===== config.mk =====
export PLATFORM = sky130hd
export DESIGN_NAME = vga_line_fetch_ctrl_flat
export DESIGN_NICKNAME = d
export VERILOG_FILES = /design/src/rtl/vga_timing_pkg.sv /design/src/rtl/vga_line_fetch_ctrl_if.sv /design/src/rtl/vga_line_fetch_ctrl.sv /design/src/flat_wrapper.sv
export SDC_FILE = /design/constraint.sdc
export NUM_CORES = 1
export LEC_CHECK = 0
export CELL_PAD_IN_SITES_DETAIL_PLACEMENT = 1
export CELL_PAD_IN_SITES_GLOBAL_PLACEMENT = 2
export CORE_ASPECT_RATIO = 0.9
export CORE_MARGIN = 3
export CORE_UTILIZATION = 34
export CTS_BUF_LIST = sky130_fd_sc_hd__clkbuf_2 sky130_fd_sc_hd__clkbuf_4 sky130_fd_sc_hd__clkbuf_8
export DETAILED_ROUTE_END_ITERATION = 8
export HOLD_SLACK_MARGIN = 0.03
export PLACE_DENSITY = 0.85
export SLEW_MARGIN = 20
export SYNTH_ARGS = -nofsm -noshare
export SYNTH_HDL_FRONTEND = slang
export SYNTH_SLANG_ARGS = --single-unit
export TNS_END_PERCENT = 10

===== constraint.sdc =====
create_clock -name clk -period 4.5 [get_ports clk]
set_clock_uncertainty 0.15 [all_clocks]
set_input_delay 0.9 -clock clk [delete_from_list [all_inputs] [get_ports clk]]
set_output_delay 0.9 -clock clk [all_outputs]
set_load 0.02 [all_outputs]

===== src/rtl/vga_timing_pkg.sv =====
`default_nettype none
// +----------------------------------------------------------------------+
// | vga_timing_pkg                                                       |
// | 800x600 VGA timing constants and line-fetch FSM state type.          |
// | Revision: 1.0                                                        |
// +----------------------------------------------------------------------+
package vga_timing_pkg;

  // Horizontal: sync, back porch, active, front porch (1056 clocks/line)
  localparam int HTA = 128;
  localparam int HTB = 88;
  localparam int HTC = 800;
  localparam int HTD = 40;
  // Vertical: sync, back porch, active, front porch (628 lines/frame)
  localparam int VTA = 4;
  localparam int VTB = 23;
  localparam int VTC = 600;
  localparam int VTD = 1;

  localparam int HSTART  = HTA + HTB;
  localparam int VSTART  = VTA + VTB;
  localparam int HACTIVE = HTC;
  localparam int VACTIVE = VTC;
  localparam int PIX_W   = 24;

  typedef enum logic [1:0] {
    IDLE = 2'd0,
    REQ  = 2'd1,
    DATA = 2'd2
  } fetch_state_t;

endpackage
`default_nettype wire


===== src/rtl/vga_line_fetch_ctrl_if.sv =====
`default_nettype none
// +----------------------------------------------------------------------+
// | vga_line_fetch_ctrl_if                                               |
// | Burst request / read-data bus between line fetcher and mem arbiter.  |
// | Revision: 1.0                                                        |
// +----------------------------------------------------------------------+
interface vga_line_fetch_ctrl_if #(
  parameter int ADDR_W = 20,
  parameter int PIX_W  = 24
);
  logic              req_valid;
  logic [ADDR_W-1:0] req_addr;
  logic              req_ready;
  logic              rd_valid;
  logic [PIX_W-1:0]  rd_data;

  modport master (
    output req_valid, req_addr,
    input  req_ready, rd_valid, rd_data
  );

  modport slave (
    input  req_valid, req_addr,
    output req_ready, rd_valid, rd_data
  );
endinterface
`default_nettype wire


===== src/rtl/vga_line_fetch_ctrl.sv =====
`default_nettype none
// +----------------------------------------------------------------------+
// | vga_line_fetch_ctrl                                                  |
// | Prefetches the next visible line into a ping-pong line buffer.       |
// | Revision: 1.0                                                        |
// +----------------------------------------------------------------------+
module vga_line_fetch_ctrl #(
  parameter int WIDTH   = 10,
  parameter int HSTART  = vga_timing_pkg::HSTART,
  parameter int VSTART  = vga_timing_pkg::VSTART,
  parameter int HACTIVE = vga_timing_pkg::HACTIVE,
  parameter int VACTIVE = vga_timing_pkg::VACTIVE,
  parameter int BURST   = 32,
  parameter int ADDR_W  = 20
) (
  input  logic                        clk,
  input  logic                        rst_n,
  input  logic [WIDTH+1:0]            line_cnt,
  input  logic [WIDTH+1:0]            ver_cnt,
  input  logic                        en,
  input  logic [ADDR_W-1:0]           fb_base,
  input  logic                        err_clr,
  vga_line_fetch_ctrl_if.master       mem,
  output logic                        lb_wr_en,
  output logic [WIDTH:0]              lb_wr_addr,
  output logic [vga_timing_pkg::PIX_W-1:0] lb_wr_data,
  output logic [WIDTH:0]              lb_rd_addr,
  output logic                        de,
  output logic                        busy,
  output logic                        underrun,
  output logic                        err_underrun
);
  import vga_timing_pkg::*;

  localparam int CW     = WIDTH + 2;
  localparam int NBURST = HACTIVE / BURST;
  localparam int BC_W   = (NBURST > 1) ? $clog2(NBURST) : 1;
  localparam int WC_W   = (BURST > 1) ? $clog2(BURST) : 1;

  localparam logic [CW-1:0]     c_hstart     = CW'(HSTART);
  localparam logic [CW-1:0]     c_hend       = CW'(HSTART + HACTIVE - 1);
  localparam logic [CW-1:0]     c_vstart     = CW'(VSTART);
  localparam logic [CW-1:0]     c_vend       = CW'(VSTART + VACTIVE - 1);
  localparam logic [CW-1:0]     c_trig_lo    = CW'(VSTART - 1);
  localparam logic [CW-1:0]     c_trig_hi    = CW'(VSTART + VACTIVE - 2);
  localparam logic [ADDR_W-1:0] c_hactive_a  = ADDR_W'(HACTIVE);
  localparam logic [ADDR_W-1:0] c_burst_a    = ADDR_W'(BURST);
  localparam logic [BC_W-1:0]   c_last_burst = BC_W'(NBURST - 1);
  localparam logic [WC_W-1:0]   c_last_word  = WC_W'(BURST - 1);

  fetch_state_t      state_q, state_d;
  logic [ADDR_W-1:0] base_q, base_d;
  logic [ADDR_W-1:0] line_addr_q, line_addr_d;
  logic [ADDR_W-1:0] req_addr_q, req_addr_d;
  logic              first_q, first_d;
  logic              req_valid_q, req_valid_d;
  logic [BC_W-1:0]   burst_cnt_q, burst_cnt_d;
  logic [WC_W-1:0]   word_cnt_q, word_cnt_d;
  logic [WIDTH-1:0]  x_q, x_d;
  logic              bank_q, bank_d;
  logic              lb_wr_en_q, lb_wr_en_d;
  logic [WIDTH:0]    lb_wr_addr_q, lb_wr_addr_d;
  logic [PIX_W-1:0]  lb_wr_data_q, lb_wr_data_d;
  logic              busy_q, busy_d;
  logic              underrun_q, underrun_d;
  logic              err_q, err_d;

  logic             w_frame_start;
  logic             w_trigger;
  logic [WIDTH-1:0] w_rx;

  assign w_frame_start = (line_cnt == '0) && (ver_cnt == '0);
  assign w_trigger     = (line_cnt == '0) && (ver_cnt >= c_trig_lo) &&
                         (ver_cnt <= c_trig_hi) && en;

  always_comb begin
    state_d      = state_q;
    base_d       = base_q;
    line_addr_d  = line_addr_q;
    req_addr_d   = req_addr_q;
    first_d      = first_q;
    req_valid_d  = req_valid_q;
    burst_cnt_d  = burst_cnt_q;
    word_cnt_d   = word_cnt_q;
    x_d          = x_q;
    bank_d       = bank_q;
    lb_wr_en_d   = 1'b0;
    lb_wr_addr_d = lb_wr_addr_q;
    lb_wr_data_d = lb_wr_data_q;
    busy_d       = busy_q;
    underrun_d   = 1'b0;

    if (w_frame_start) begin
      base_d  = fb_base;
      first_d = 1'b1;
    end

    unique case (state_q)
      REQ: begin
        if (mem.req_ready) begin
          req_valid_d = 1'b0;
          state_d     = DATA;
        end
      end
      DATA: begin
        if (mem.rd_valid) begin
          lb_wr_en_d   = 1'b1;
          lb_wr_data_d = mem.rd_data;
          lb_wr_addr_d = {bank_q, x_q};
          x_d          = x_q + 1'b1;
          word_cnt_d   = word_cnt_q + 1'b1;
          if (word_cnt_q == c_last_word) begin
            word_cnt_d = '0;
            if (burst_cnt_q == c_last_burst) begin
              state_d = IDLE;
              busy_d  = 1'b0;
            end else begin
              burst_cnt_d = burst_cnt_q + 1'b1;
              req_addr_d  = req_addr_q + c_burst_a;
              req_valid_d = 1'b1;
              state_d     = REQ;
            end
          end
        end
      end
      default: state_d = state_q;
    endcase

    // A trigger always advances line_addr, even when the line is skipped
    if (w_trigger) begin
      line_addr_d = first_q ? base_q : (line_addr_q + c_hactive_a);
      first_d     = 1'b0;
      if (busy_q) begin
        underrun_d = 1'b1;
      end else begin
        state_d     = REQ;
        req_valid_d = 1'b1;
        req_addr_d  = line_addr_d;
        burst_cnt_d = '0;
        word_cnt_d  = '0;
        x_d         = '0;
        bank_d      = ver_cnt[0] ^ c_trig_lo[0];
        busy_d      = 1'b1;
      end
    end

    err_d = underrun_d | (err_q & ~err_clr);
  end

  always_ff @(posedge clk or negedge rst_n) begin
    if (!rst_n) begin
      state_q      <= IDLE;
      base_q       <= '0;
      line_addr_q  <= '0;
      req_addr_q   <= '0;
      first_q      <= 1'b1;
      req_valid_q  <= 1'b0;
      burst_cnt_q  <= '0;
      word_cnt_q   <= '0;
      x_q          <= '0;
      bank_q       <= 1'b0;
      lb_wr_en_q   <= 1'b0;
      lb_wr_addr_q <= '0;
      lb_wr_data_q <= '0;
      busy_q       <= 1'b0;
      underrun_q   <= 1'b0;
      err_q        <= 1'b0;
    end else begin
      state_q      <= state_d;
      base_q       <= base_d;
      line_addr_q  <= line_addr_d;
      req_addr_q   <= req_addr_d;
      first_q      <= first_d;
      req_valid_q  <= req_valid_d;
      burst_cnt_q  <= burst_cnt_d;
      word_cnt_q   <= word_cnt_d;
      x_q          <= x_d;
      bank_q       <= bank_d;
      lb_wr_en_q   <= lb_wr_en_d;
      lb_wr_addr_q <= lb_wr_addr_d;
      lb_wr_data_q <= lb_wr_data_d;
      busy_q       <= busy_d;
      underrun_q   <= underrun_d;
      err_q        <= err_d;
    end
  end

  assign mem.req_valid = req_valid_q;
  assign mem.req_addr  = req_addr_q;
  assign lb_wr_en      = lb_wr_en_q;
  assign lb_wr_addr    = lb_wr_addr_q;
  assign lb_wr_data    = lb_wr_data_q;
  assign busy          = busy_q;
  assign underrun      = underrun_q;
  assign err_underrun  = err_q;

  // Display side reads the bank of the line being shown; low bits suffice mod 2^WIDTH
  assign de = (line_cnt >= c_hstart) && (line_cnt <= c_hend) &&
              (ver_cnt >= c_vstart) && (ver_cnt <= c_vend);
  assign w_rx       = line_cnt[WIDTH-1:0] - c_hstart[WIDTH-1:0];
  assign lb_rd_addr = de ? {ver_cnt[0] ^ c_vstart[0], w_rx} : '0;

endmodule
`default_nettype wire


===== src/flat_wrapper.sv =====
// flat-port wrapper written by rule: the top's interface ports become plain ports
module vga_line_fetch_ctrl_flat import vga_timing_pkg::*;
#(
  parameter int WIDTH   = 10,
  parameter int HSTART  = vga_timing_pkg::HSTART,
  parameter int VSTART  = vga_timing_pkg::VSTART,
  parameter int HACTIVE = vga_timing_pkg::HACTIVE,
  parameter int VACTIVE = vga_timing_pkg::VACTIVE,
  parameter int BURST   = 32,
  parameter int ADDR_W  = 20
)
  (clk, rst_n, line_cnt, ver_cnt, en, fb_base, err_clr, lb_wr_en, lb_wr_addr, lb_wr_data, lb_rd_addr, de, busy, underrun, err_underrun, mem_req_valid, mem_req_addr, mem_req_ready, mem_rd_valid, mem_rd_data);
  vga_line_fetch_ctrl_if #(.ADDR_W(ADDR_W), .PIX_W(24)) mem_i ();
  input  logic clk;
  input  logic rst_n;
  input  logic [WIDTH+1:0] line_cnt;
  input  logic [WIDTH+1:0] ver_cnt;
  input  logic en;
  input  logic [ADDR_W-1:0] fb_base;
  input  logic err_clr;
  output logic lb_wr_en;
  output logic [WIDTH:0] lb_wr_addr;
  output logic [vga_timing_pkg::PIX_W-1:0] lb_wr_data;
  output logic [WIDTH:0] lb_rd_addr;
  output logic de;
  output logic busy;
  output logic underrun;
  output logic err_underrun;
  output wire logic [$bits(mem_i.req_valid)-1:0] mem_req_valid;
  output wire logic [$bits(mem_i.req_addr)-1:0] mem_req_addr;
  input wire logic [$bits(mem_i.req_ready)-1:0] mem_req_ready;
  input wire logic [$bits(mem_i.rd_valid)-1:0] mem_rd_valid;
  input wire logic [$bits(mem_i.rd_data)-1:0] mem_rd_data;
  assign mem_req_valid = mem_i.req_valid;
  assign mem_req_addr = mem_i.req_addr;
  assign mem_i.req_ready = mem_req_ready;
  assign mem_i.rd_valid = mem_rd_valid;
  assign mem_i.rd_data = mem_rd_data;
  vga_line_fetch_ctrl #(.WIDTH(WIDTH), .HSTART(HSTART), .VSTART(VSTART), .HACTIVE(HACTIVE), .VACTIVE(VACTIVE), .BURST(BURST), .ADDR_W(ADDR_W)) u_core (.clk(clk), .rst_n(rst_n), .line_cnt(line_cnt), .ver_cnt(ver_cnt), .en(en), .fb_base(fb_base), .err_clr(err_clr), .mem(mem_i), .lb_wr_en(lb_wr_en), .lb_wr_addr(lb_wr_addr), .lb_wr_data(lb_wr_data), .lb_rd_addr(lb_rd_addr), .de(de), .busy(busy), .underrun(underrun), .err_underrun(err_underrun));
endmodule

==> summary.md, run 1 <==
- Slew headroom: 0.384
- setup violation total in the final timing report: 0
- most used flip-flop cell after synthesis: sky130_fd_sc_hd__dfrtp_1
- remaining global-route overflow: 0
- vias in the first global route: 5169
- worst stage delay on the critical path: 0.62 ns
- most frequent cells in the layout: 144 x sky130_fd_sc_hd__clkdlybuf4s50_1, 143 x sky130_fd_sc_hd__nand2_1, 123 x sky130_fd_sc_hd__dfrtp_1
- result of the run: complete, no violations
- via density per instance: 4.90
- Hold Buf Count CTS: 0
- WL final: 16.4 mm
- synth unique cells: 45
- fraction of met3 tracks used by global routing: 0.0406
- setup repair after global routing missed its margin: no
- number of pins exceeding their max-slew limit in the final report: 0
- Rows: 45
- most used cell along the critical path: sky130_fd_sc_hd__clkdlybuf4s50_1
- Inserted Clock Buffers: 17
- initial antenna violation count: 1
- VDD IR-drop max: 0.163 mV
- overall die width: 146 um
- y dimension of the die: 132 um
- Crit. End Element: output port
- main combinational cell family by area after synthesis: simple AND/OR/NAND/NOR gates
- worst reg2reg startpoint: u_core.word_cnt_q[0]
- number of setup buffers added after CTS: 0
- clock tree from TritonCTS: built
- vias: 4895
- CORE AREA: 0.0171 sq mm
- area share of fa/ha/maj cells after synthesis: 0.0209
- R2R setup slack: 1.95 ns
- min Tclk post-route: 4.01 ns
- buffers and inverters on the worst path: 3
- share of synthesized cell area in and, or, nand and nor gates: 0.206
- worst-path cell chain: clkdlybuf4s50_1 > a21oi_1 > o21ai_0 > o211ai_1 > buf_4 > nor2_1 > clkdlybuf4s50_1
- maximum clock path buffer count: 2
- count of filler cells inserted in the layout: 1887
- number of iterations in the first detailed-routing pass: 4
- Post-Synth XOR/XNOR Area: 0.0629
- DR WL/cell: 16.4 um
- crit path DAT: 2.96 ns
- synthesis-stage register bit count: 124
- Final Hold Viols: 0
- Ports: 146
- number of standard cells after synthesis: 605
- layout cell share with drive strength beyond 1: 0.107
- area growth from synthesis to layout: 35.3%
- number of violations of the max-capacitance limit: 0
- number of warnings reported in the yosys synthesis log: 0
- Post-synth EDFFs: 0
- Total Negative Setup Slacks: 0 ns
- number of input and output port buffers inserted: 145
- startpoint types: primary input
- sum of internal, switching and leakage power: 2.30 mW
- leakage dissipation: 3.67 nW
- Initial Utilization: 0.351
- Synth Area in Compound Gates: 0.0621
- data required time of the worst path: 3.45 ns
- Post-route DRC: 0
- largest net degree at the start of global routing: 72
- Clock Sinks: 124
- drt first-iter violations: 162
- fraction of synthesized area in multiplexers: 0.0962
- Synthesized Nets: 689
- hold path start: u_core.lb_wr_data[12]
- wire length of the first global-routing pass: 27.1 mm
- Crit Path Category: in2out
- worst hold path type: reg2reg
- routing usage on met1: 0.239
- routability cong.: 0.845
- overall track demand over capacity in global routing: 0.173
- average size of a mapped cell: 9.89 sq um
- area taken by multi-input logic gates: 0.00269 sq mm
- ANT cells: 0
- Global Route met2 Usage: 0.267
- root buf cell: sky130_fd_sc_hd__clkbuf_8
- Post-synth ARST share: 1.00
- fin crit share: 0.890
- clk slew on worst S/H paths: 0.06 ns
- sequential cell area: 0.00310 sq mm
- Most Crowded Layer GR: met2
- cell area after synthesis: 0.00598 sq mm
- HPWL Detailed: 12.1 mm
- die footprint: 0.0192 sq mm
- top cell family by delay on the critical path: buffers and inverters
- source of the critical timing path: line_cnt[3]
- Max Fclk: 0.250 GHz
- measured slew at the worst slew-check pin: 0.923 ns
- cells resized by post-CTS repair: 0
- nets@finish: 835
- cell at the slowest stage of the critical path: sky130_fd_sc_hd__clkdlybuf4s50_1
- sequential element share of the synthesized area: 0.519
- remaining number of nets flagged by the antenna check after routing: 0
- H-tree levels: 4
- commonest non-fill, non-tap cell in the layout: sky130_fd_sc_hd__clkdlybuf4s50_1
- Crit Path Max Fanout: 12
- Worst-Skew Late Latency: 0.44 ns
- pwr dens: 283 mW/mm^2
## cell families after synthesis
family          after synthesis
compound gates               63
xor+xnor                     43
fa+ha+maj                    10
buf+inv                      41
flops                       124
mux                          53
simple gates                271
## metal layers
layer | part of all wire | vias to the layer above
li1 | - | 2340
met1 | 0.48 | 2427
met2 | 0.47 | 100
met3 | 0.036 | 26
met4 | 0.015 | 2
met5 | 0.00079 | -
## worst min-delay path, delay by kind of cell (launching register included)
family           cells  cell delay [ns]
AND/OR/NAND/NOR      2             0.10
flip-flops           1             0.34
## power by group
| group | internal, mW | total [mW] | switching (mW) | leakage, nW |
|---|---|---|---|---|
| logic | 0.0681 | 0.120 | 0.0524 | 1.73 |
| clock network | 0.636 | 1.06 | 0.424 | 0.222 |
| registers | 1.11 | 1.12 | 0.000373 | 1.71 |
| total | 1.82 | 2.30 | 0.477 | 3.67 |
## metrics by stage
step | hold slack [ns] | setup WS, ns | area, sq um | util | std cells
final | 0.324 | 0.494 | 8100 | 0.475 | 998
after global routing | 0.359 | 0.418 | 8100 | 0.475 | 998
after CTS | 0.329 | 0.532 | 8100 | 0.475 | 998
after detailed placement | 0.312 | 0.537 | 7660 | 0.449 | 967
after global placement | 0.307 | 0.554 | 7660 | 0.449 | 967
after floorplan | 0.282 | 1.09 | 5980 | - | 605
## layout make-up
type	count	share of cell area
Timing Repair Buffer	154	0.189
Clock buffer	25	0.0402
Inverter	14	0.00649
Clock inverter	6	0.0133
Sequential cell	124	0.383
Multi-Input combinational cell	440	0.332
Tap cell	235	0.0363
## final timing paths
check	to	depth (start not counted)
hold reg to reg	u_core.lb_wr_data[12]	2
max in group asynchronous	u_core.first_q	2
setup / recovery	lb_rd_addr[6]	7
hold / removal	u_core.lb_wr_data[12]	2
min in group asynchronous	u_core.line_addr_q[3]	1
setup reg to reg	u_core.mem.req_addr[18]	8
## Yosys cell counts, types with 6 or more instances
master,n,area [sq um]
sky130_fd_sc_hd__xor2_1,13,114
sky130_fd_sc_hd__ha_1,10,125
sky130_fd_sc_hd__and3_1,8,50.1
sky130_fd_sc_hd__nand3_1,13,65.1
sky130_fd_sc_hd__and4_1,6,52.6
sky130_fd_sc_hd__a21oi_1,23,115
sky130_fd_sc_hd__o21ai_0,22,110
sky130_fd_sc_hd__mux2i_1,17,170
sky130_fd_sc_hd__inv_1,13,48.8
sky130_fd_sc_hd__mux2_2,34,383
sky130_fd_sc_hd__clkbuf_1,14,52.6
sky130_fd_sc_hd__xnor2_1,30,263
sky130_fd_sc_hd__nor2_1,48,180
sky130_fd_sc_hd__dfrtp_1,123,3080
sky130_fd_sc_hd__nand2_1,143,537
sky130_fd_sc_hd__nand4_1,20,125
sky130_fd_sc_hd__nor3_1,10,50.1
## registers in the layout (all words and copies together), names as in the netlist, 5 cells and up
name,cells
u_core.lb_wr_data,24
u_core.base_q,20
u_core.line_addr_q,20
u_core.mem.req_addr,20
u_core.lb_wr_addr,11
u_core.x_q,10
u_core.burst_cnt_q,5
u_core.word_cnt_q,5
No activity file was read; power rests on OpenSTA's default activity.
==> run 2: changes to the inputs <==
Settings changed: MAX_ROUTING_LAYER from default to met4.
==> summary.md, run 2 (synthesis gave the netlist of run 1 again) <==
- remaining number of nets flagged by the antenna check after routing: 0, unchanged
- drt first-iter violations: 160, was 162
- pwr dens: 283 mW/mm^2, about the same
- Worst Hold Path EP: u_core.lb_wr_data[12], unchanged
- routability cong.: 0.858, was 0.845
- number of cells on the worst hold path: 2, unchanged
- result of the run: complete, no violations, unchanged
- Post-route DRC: 0, unchanged
- commonest non-fill, non-tap cell in the layout: sky130_fd_sc_hd__clkdlybuf4s50_1, unchanged
- vias: 4872, was 4895
- Rows: 45, unchanged
- number of input and output port buffers inserted: 145, unchanged
- clock tree from TritonCTS: built, unchanged
- worst hold path type: reg2reg, unchanged
- worst reg2reg startpoint: u_core.word_cnt_q[0], unchanged
- Slew headroom: 0.358, was 0.384
- cells resized by post-CTS repair: 0, unchanged
- max FFs per register: 24, unchanged
- VDD IR-drop max: 0.161 mV, was 0.163 mV
- Ports: 146, unchanged
- H-tree levels: 4, unchanged
- vias in the first global route: 5170, was 5169
- worst r2r path cells: 8, unchanged
- CORE AREA: 0.0171 sq mm, unchanged
- R2R setup slack: 1.95 ns, about the same
- worst stage delay on the critical path: 0.62 ns, about the same
- WL met1: 7.85 mm, was 7.87 mm
- setup violation total in the final timing report: 0, unchanged
- root buf cell: sky130_fd_sc_hd__clkbuf_8, unchanged
- most used cell along the critical path: sky130_fd_sc_hd__clkdlybuf4s50_1, unchanged
- number of pins exceeding their max-slew limit in the final report: 0, unchanged
- number of iterations in the first detailed-routing pass: 4, unchanged
- DR WL/cell: 16.4 um, about the same
- min Tclk post-route: 4.01 ns, about the same
- cell at the slowest stage of the critical path: sky130_fd_sc_hd__clkdlybuf4s50_1, unchanged
- highest routing layer actually used: met4, was met5
- Worst-Skew Late Latency: 0.44 ns, about the same
- wire length of the first global-routing pass: 27.1 mm, unchanged
- clk slew on worst S/H paths: 0.07 ns, was 0.06 ns
- Crit. End Element: output port, unchanged
- Hold Buf Count CTS: 0, unchanged
- wire length on met3: 654 um, was 595 um
- leakage dissipation: 3.67 nW, about the same
- fin crit share: 0.891, was 0.890
- Initial Utilization: 0.351, unchanged
- remaining global-route overflow: 0, unchanged
- data required time of the worst path: 3.45 ns, about the same
- via density per instance: 4.88, was 4.90
- Max Fclk: 0.249 GHz, was 0.250 GHz
- Crit Reg-Reg Endpoint: u_core.mem.req_addr[18], unchanged
- number of cells in the design after placement: 967, unchanged
- layout cell share with drive strength beyond 1: 0.107, unchanged
- crit path DAT: 2.96 ns, about the same
- setup repair after global routing missed its margin: no, unchanged
- top cell family by delay on the critical path: buffers and inverters, unchanged
- startpoint types: primary input, unchanged
- HPWL Detailed: 12.1 mm, unchanged
- most frequent cells in the layout: 144 x sky130_fd_sc_hd__clkdlybuf4s50_1, 143 x sky130_fd_sc_hd__nand2_1, 123 x sky130_fd_sc_hd__dfrtp_1, unchanged
- setup slack after placement: 0.537 ns, unchanged
- y dimension of the die: 132 um, unchanged
- overall die width: 146 um, unchanged
- amount of wire on met2 after detailed routing: 7.60 mm, was 7.63 mm
- Total Negative Setup Slacks: 0 ns, unchanged
- nets@finish: 835, unchanged
- Clock Sinks: 124, unchanged
- Inserted Clock Buffers: 17, unchanged
- maximum clock path buffer count: 2, unchanged
- buffers and inverters on the worst path: 3, unchanged
- Crit Path Category: in2out, unchanged
- area growth from synthesis to layout: 35.4%, was 35.3%
- worst-path cell chain: clkdlybuf4s50_1 > a21oi_1 > o21ai_0 > o211ai_1 > buf_4 > nor2_1 > clkdlybuf4s50_1, unchanged
- number of violations of the max-capacitance limit: 0, unchanged
- initial antenna violation count: 1, unchanged
- Final Hold Viols: 0, unchanged
- hold path start: u_core.lb_wr_data[12], unchanged
- WL final: 16.4 mm, about the same
- overall track demand over capacity in global routing: 0.178, was 0.173
- setup slack of the critical path after layout: 0.491 ns, was 0.494 ns
- largest net degree at the start of global routing: 72, unchanged
- Cell Count, Final, Fillers Out: 999, was 998
- number of setup buffers added after CTS: 0, unchanged
- measured slew at the worst slew-check pin: 0.962 ns, was 0.923 ns
- Crit Path Max Fanout: 12, unchanged
- die footprint: 0.0192 sq mm, unchanged
run 2: worst max-delay path by stage:
stage	depth (start not counted)	to	startpoint
after floorplan	5	lb_rd_addr[7]	ver_cnt[11]
after global placement	7	lb_rd_addr[6]	line_cnt[5]
after detailed placement	7	lb_rd_addr[6]	line_cnt[5]
after CTS	7	lb_rd_addr[6]	line_cnt[5]
after global routing	7	lb_rd_addr[6]	ver_cnt[9]
final	7	lb_rd_addr[6]	line_cnt[3]
run 2: stage by stage:
| stage | power [mW] | hold slack [ns] | cell area (sq um) | util |
|---|---|---|---|---|
| finish | 2.29 | 0.324 | 8100 | 0.475 |
| global route | 2.39 | 0.359 | 8100 | 0.475 |
| CTS | 2.33 | 0.329 | 8100 | 0.475 |
| detailed placement | 1.26 | 0.312 | 7660 | 0.449 |
| global placement | 1.26 | 0.307 | 7660 | 0.449 |
| floorplan | 1.15 | 0.282 | 5980 | - |
run 2: layout make-up:
class / instances / area (sq um)
Multi-Input combinational cell: 440 / 2690
Clock buffer: 25 / 325
Sequential cell: 124 / 3100
Inverter: 14 / 52.6
Fill cell: 1887 / 8960
Clock inverter: 6 / 108
Antenna cell: 1 / 2.50
Tap cell: 235 / 294
Timing Repair Buffer: 154 / 1530
run 2: power by group:
part	internal, mW	total (mW)	switching [mW]	leakage, nW
clock	0.636	1.06	0.421	0.222
sequential	1.11	1.12	0.000373	1.71
combinational	0.0681	0.121	0.0525	1.73
total	1.82	2.29	0.474	3.67
run 2: tightest hold or removal path, stage by stage, from the launching register on:
cell and delay, ns:
sky130_fd_sc_hd__dfrtp_1 0.34, sky130_fd_sc_hd__nand2_1 0.05, sky130_fd_sc_hd__nand2_1 0.05
run 2: metal layers:
layer	vias to the layer above	GRT usage
met2	105	0.268
met4	0	0.0601
met3	24	0.0395
met1	2404	0.237
met5	-	-
li1	2339	-
